==> config.mk <==
export PLATFORM = sky130hd
export DESIGN_NAME = if_fetch_unit
export DESIGN_NICKNAME = d
export VERILOG_FILES = /design/src/rtl/if_fetch_unit.sv
export SDC_FILE = /design/constraint.sdc
export NUM_CORES = 1
export LEC_CHECK = 0
export CAP_MARGIN = 20
export CORE_MARGIN = 5
export CORE_UTILIZATION = 45
export DETAILED_ROUTE_END_ITERATION = 8
export PLACE_DENSITY = 0.78
export SETUP_SLACK_MARGIN = 0.4
export SYNTH_ARGS = -nofsm -noshare
export SYNTH_HDL_FRONTEND = slang
export SYNTH_SLANG_ARGS = --single-unit
==> constraint.sdc <==
create_clock -name clk -period 11.9 [get_ports clk]
set_input_delay 2.975 -clock clk [delete_from_list [all_inputs] [get_ports clk]]
set_output_delay 2.975 -clock clk [all_outputs]
set_load 0.005 [all_outputs]
==> src/rtl/if_fetch_unit.sv <==
// Instruction fetch front end: one outstanding memory read at a time feeding a
// 2-entry in-order prefetch FIFO, with branch redirect and stale-response discard.
module if_fetch_unit #(
   parameter logic [31:0] RESET_PC  = 32'h00000000,
   parameter logic [31:0] NOP_INSTR = 32'hE0000000
) (
   input  logic        clk,
   input  logic        rst,
   input  logic        freeze,
   input  logic        branch_taken,
   input  logic [31:0] branch_addr,
   output logic        imem_rd_en,
   output logic [31:0] imem_addr,
   input  logic        imem_valid,
   input  logic [31:0] imem_rdata,
   output logic [31:0] PC_out,
   output logic [31:0] Instruction_out,
   output logic        out_valid,
   output logic [1:0]  buf_count
);

   typedef enum logic [1:0] {
      IDLE    = 2'd0,
      WAIT    = 2'd1,
      DISCARD = 2'd2
   } state_t;

   state_t      state_reg;
   logic [31:0] fetch_pc_reg;
   logic [31:0] req_addr_reg;
   logic [1:0]  count_reg;
   logic        rd_ptr_reg;
   logic        wr_ptr_reg;
   logic [31:0] pc_mem [2];
   logic [31:0] ins_mem [2];
   logic        push;
   logic        pop;

   // The request is issued straight out of IDLE so a 1-cycle memory sustains
   // one instruction every two cycles; capacity counts the outstanding read.
   always_comb begin
      out_valid       = (count_reg != 2'd0) && !branch_taken;
      PC_out          = out_valid ? pc_mem[rd_ptr_reg] : 32'h0;
      Instruction_out = out_valid ? ins_mem[rd_ptr_reg] : NOP_INSTR;
      pop             = out_valid && !freeze;
      push            = (state_reg == WAIT) && imem_valid && !branch_taken;
      imem_rd_en      = !rst && (state_reg == IDLE) && !branch_taken && (count_reg != 2'd2);
      imem_addr       = (state_reg == IDLE) ? fetch_pc_reg : req_addr_reg;
   end

   assign buf_count = count_reg;

   always_ff @(posedge clk) begin
      if (rst) begin
         state_reg    <= IDLE;
         fetch_pc_reg <= RESET_PC;
         req_addr_reg <= RESET_PC;
         count_reg    <= 2'd0;
         rd_ptr_reg   <= 1'b0;
         wr_ptr_reg   <= 1'b0;
      end else if (branch_taken) begin
         fetch_pc_reg <= branch_addr;
         count_reg    <= 2'd0;
         rd_ptr_reg   <= 1'b0;
         wr_ptr_reg   <= 1'b0;
         case (state_reg)
            WAIT, DISCARD: state_reg <= imem_valid ? IDLE : DISCARD;
            default:       state_reg <= IDLE;
         endcase
      end else begin
         case (state_reg)
            IDLE: begin
               if (imem_rd_en) begin
                  req_addr_reg <= fetch_pc_reg;
                  state_reg    <= WAIT;
               end
            end
            WAIT: begin
               if (imem_valid) begin
                  fetch_pc_reg <= req_addr_reg + 32'd4;
                  state_reg    <= IDLE;
               end
            end
            DISCARD: begin
               if (imem_valid) begin
                  state_reg <= IDLE;
               end
            end
            default: state_reg <= IDLE;
         endcase
         if (push) begin
            wr_ptr_reg <= ~wr_ptr_reg;
         end
         if (pop) begin
            rd_ptr_reg <= ~rd_ptr_reg;
         end
         case ({push, pop})
            2'b10:   count_reg <= count_reg + 2'd1;
            2'b01:   count_reg <= count_reg - 2'd1;
            default: count_reg <= count_reg;
         endcase
      end
   end

   // Entry storage needs no reset: out_valid masks it until a push lands.
   always_ff @(posedge clk) begin
      if (push) begin
         pc_mem[wr_ptr_reg]  <= req_addr_reg + 32'd4;
         ins_mem[wr_ptr_reg] <= imem_rdata;
      end
   end

endmodule
### Word-level counts from Yosys, hierarchy flattened

Memories as Yosys holds them, arrays and structs flattened. A register that Yosys moved wholly into a read port is not among the register bits.
Index checks and enable logic that the tools add are counted.

| word-level totals | value |
|---|---|
| register bits | 70 |
| memory bits (writable) | 128 |
| bits of input ports | 69 |
| word-level logic and storage cells | 60 |
| memories | 2 |

| operators by class | value |
|---|---|
| add/subtract/negate cells | 3 |
| equal/unequal tests | 7 |
| multiplexer cells | 19 |
| bitwise logic cells | 3 |
| reductions and logical operators | 20 |

Memory list:

| memory | words | bits a word | read ports | clocked after memory_dff | wr ports | RTL line | source |
|---|---|---|---|---|---|---|---|
| ins_mem | 2 | 32 | 1 | 1 | 1 | 35 | `logic [31:0] ins_mem [2];` |
| pc_mem | 2 | 32 | 1 | 1 | 1 | 34 | `logic [31:0] pc_mem [2];` |

Operator list:

| cell | count |
|---|---|
| 2-to-1 mux 32 bit | 6 |
| adder 32 x 3 -> 32 bit (second input constant) | 1 |
| 2-to-1 mux 2 bit | 5 |
| case mux 2 bit (2 select lines) | 2 |
| nonzero test 2 bit | 4 |
| logical AND 1 bit | 7 |
| 2-to-1 mux 1 bit | 6 |
| equality test 2 x 1 -> 1 bit (second input constant) | 2 |
| equality test 2 bit (second input constant) | 2 |
| AND reduction 2 bit | 2 |
| OR reduction 2 bit | 2 |
| logical NOT 1 bit | 3 |
| inequality test 3 x 1 -> 1 bit (second input constant) | 1 |
| inequality test 3 bit (second input constant) | 1 |
| inverter 1 bit | 3 |
| AND reduction 3 bit | 1 |
| adder 2 x 1 -> 2 bit (second input constant) | 1 |
| logical NOT 2 bit | 1 |
| inequality test 2 bit (second input constant) | 1 |
| subtractor 2 x 1 -> 2 bit (second input constant) | 1 |

### Longest topological paths before layout

| logic depth | value |
|---|---|
| depth after elaboration | 7 |
| mapped depth | 10 |
| depth with buffers taken out | 8 |

### Worst setup path before layout

Ideal clock, no wire load.

| timing path | value |
|---|---|
| kind | input-to-output |
| from | in branch_taken |
| to | out imem_rd_en |
| arrival | 4.298 ns |
| data required time | 8.925 ns |
| setup slack | 4.627 ns |
| stages on the path | 6 |
| path through | buf_2 > or2_2 > clkbuf_1 > nor3_1 > buf_2 > buf_2 |

| on the way | value |
|---|---|
| word-level cells in the longest chain between the ends | 3 |

Ends and longest elaborated chain:

| what | RTL line | source |
|---|---|---|
| start: declaration | 10 | `input logic branch_taken,` |
| logical NOT 1 bit | 47 | `imem_rd_en = !rst && (state_reg == IDLE) && !branch_taken && (count_reg != 2'd2);` |
| logical AND 1 bit (2 in series) | 47 |  |
| end: declaration | 12 | `output logic imem_rd_en,` |

Every way passes these cells.

### Worst setup path after layout

| timing path | value |
|---|---|
| from | in rst |
| to | out imem_rd_en |

| on the way | value |
|---|---|
| word-level cells in the longest chain between the ends | 4 |

Ends and longest elaborated chain:

| what | RTL line | source |
|---|---|---|
| start: declaration | 8 | `input logic rst,` |
| logical NOT 1 bit | 47 |  |
| logical AND 1 bit (3 in series) | 47 |  |

Every way passes these cells.

==> metrics.cfg <==
[outcome]
outcome=finished clean

[global_routing]
global_route_wire_length_before_repair_mm=34.5
grt_start_max_net_pins=73
total_overflow_reported_by_the_global_router=0
global_route.usage.total_pct=18.3
grt_antenna_before_repair=0
first_global_vias=6435

[sta]
finClkSkew_ps=8.69
upper_clock_frequency_limit_mhz=119
totalNegativeSetupSlack_ps=0
unrepaired_setup_endpoints_after_global_routing=no
slew_headroom_pct=26.7
maxSlewViolCount=0
hold_ws_ps=475
report.final.setup_viol=0
worst_pin_slew_ps=1100
hold_viol=0
postLayoutSetupSlackWorst_ps=3490
fin_crit_sh_pct=70.6
timing.final.crit_period_ps=8410

[worst_setup_path]
critPathMaxFanout=67
critPathRequiredTime_ps=8930
crit_path_start_kind=input pin
crit_type=in -> out
worstSetupEndpointType=output port
critical_path_arrival_ps=5430

[logic_synthesis]
yosysSeqAreaShare_pct=57.4
synth.yosys.warnings=0
synth.distinct_cells=67
synth_area_leaders=sky130_fd_sc_hd__edfxtp_1, sky130_fd_sc_hd__dfxtp_1, sky130_fd_sc_hd__mux2i_1
dominantRegCellSynth=sky130_fd_sc_hd__edfxtp_1
ys_top_cells_by_count=sky130_fd_sc_hd__edfxtp_1, sky130_fd_sc_hd__nand2_1, sky130_fd_sc_hd__nor2_1
share_of_synthesized_flip_flops_with_an_asynchronous_set_or_reset_pct=0
yosys_register_bits=199
post_synth.cell_area_avg_um2=11.0
synthesis.instances=834
synth.most_common_cell=sky130_fd_sc_hd__edfxtp_1
netlist.top_cell.by_area=sky130_fd_sc_hd__edfxtp_1
synth.cell_area_mm2=0.00917
post_synth_edffs=128
synth_fp_nets=907
synth.top_cell.area_share_pct=41.9

[final_layout]
registers_with_the_highest_flip_flop_counts=ins_mem (64), pc_mem (64)
area.growth.synth_to_final_pct=26.4
layout.cells.non_filler=1249
insertedDiodeCount=0
post-route-util_pct=57.5
final_layout_size_suffix_gt1_share_pct=9.09
finish.instance_area_mm2=0.0116
finalNetCount=1039

[clocking]
hold_fix_buffers_cts=0
tritoncts.num_buffers=17
buffer_depth_of_the_longest_clock_path=2
cts.sinks=199
postCtsResizedCells=0
cts.reportedPaths.clkPinSlew_ps=70
root_buffer_selected_by_cts=sky130_fd_sc_hd__clkbuf_16
htree_num_levels=4
cts_setup_buffers=0
clk_latency_worst_skew_pair_ps=420
cts_tree=done

[floorplan]
rows=52
coreArea_mm2=0.0202
initial_utilization_pct=45.4
floorplan.die_area_mm2=0.0233
chipWidth_um=153
fp.dieH_um=153
io-pin-count=169

[routing]
dr_total_vias=6668
remaining_antenna_violation_count_after_routing=0
first_pass_drt_iterations=5
first_iter_violations=531
wl_mm=21.8
route.detailed.vias_per_inst=5.34
post_drt_wl_per_cell_um=17.5
drc=0

[place]
minimum_setup_slack_after_placement_ps=3510
count_of_buffers_from_port_buffering=168
dp.final_hpwl_mm=14.7
placed_cell_area_mm2=0.0110
gp_congestion=0.854
post-place-cells=1217

[hold_path]
worst_hold_path_type=reg -> reg

[power_and_ir_drop]
power.static_leakage_nw=3.85
pwr_density_cell_mw_per_mm2=124
post-layout-total-power_mw=1.43
worst_ir_drop_vdd_mv=0.0923

[run]
max_cap_viols=0

-- cells in the final DEF (no fill, tap or decap), types with 8 or more instances in the layout --
cell type / instances
sky130_fd_sc_hd__a21oi_1: 18
sky130_fd_sc_hd__a22oi_1: 8
sky130_fd_sc_hd__o21ai_0: 45
sky130_fd_sc_hd__edfxtp_1: 128
sky130_fd_sc_hd__nand2b_1: 8
sky130_fd_sc_hd__mux2i_1: 66
sky130_fd_sc_hd__xnor2_1: 14
sky130_fd_sc_hd__nor3_1: 15
sky130_fd_sc_hd__clkdlybuf4s50_1: 167
sky130_fd_sc_hd__nor2b_1: 8
sky130_fd_sc_hd__clkbuf_16: 17
sky130_fd_sc_hd__nand3_1: 19
sky130_fd_sc_hd__xor2_1: 12
sky130_fd_sc_hd__dfxtp_1: 70
sky130_fd_sc_hd__nand2_1: 112
sky130_fd_sc_hd__buf_4: 10
sky130_fd_sc_hd__mux2_2: 28
sky130_fd_sc_hd__inv_1: 8
sky130_fd_sc_hd__nor4_1: 10
sky130_fd_sc_hd__nand4_1: 10
sky130_fd_sc_hd__nor2_1: 85
-- area by class of cell --
type / instances / area (um2)
Clock buffer: 19 / 443
Clock inverter: 13 / 149
Fill cell: 1679 / 8580
Inverter: 10 / 37.5
Multi-Input combinational cell: 560 / 3600
Sequential cell: 199 / 5270
Tap cell: 270 / 338
Timing Repair Buffer: 178 / 1750
-- report_power, final --
part / switching [mW] / internal [mW]
clock: 0.253 / 0.318
combinational: 0.0471 / 0.0573
sequential: 0.0136 / 0.745
total: 0.314 / 1.12
-- metal layers --
layer	up-vias	part of all wire, %	track usage, %
li1	3265	-	-
met1	3158	47	25.8
met2	225	46	29.0
met3	20	5.9	3.83
met4	0	1.2	4.88
met5	-	0	0
-- kinds of logic after synthesis --
group / Yosys count / synth area share [%]
AO/OA/AOI/OAI: 120 / 8.50
adder cells (fa/ha/maj): 4 / 0.546
multiplexers: 94 / 10.6
XOR/XNOR: 26 / 2.48
flip-flops: 199 / 57.4
AND/OR/NAND/NOR: 316 / 16.7
buffers and inverters: 75 / 3.73
-- final timing paths --
kind	start	end	slack, ps	cells after the start
setup / recovery	rst	imem_rd_en	3490	6
hold / removal	fetch_pc_reg[26]$_SDFFE_PP0P_	req_addr_reg[26]$_SDFFE_PP0P_	470	2
setup reg to reg	state_reg[1]$_SDFFE_PP0P_	ins_mem[0][19]$_DFFE_PP_	9020	6
hold reg to reg	fetch_pc_reg[26]$_SDFFE_PP0P_	req_addr_reg[26]$_SDFFE_PP0P_	470	2
-- worst max-delay path, stage by stage --
cell and delay [ps]:
sky130_fd_sc_hd__clkdlybuf4s50_1 390, sky130_fd_sc_hd__buf_4 270, sky130_fd_sc_hd__or2_2 420, sky130_fd_sc_hd__nor3_2 180
sky130_fd_sc_hd__buf_4 520, sky130_fd_sc_hd__clkdlybuf4s50_1 630
Power figures use the tool's default switching activity.
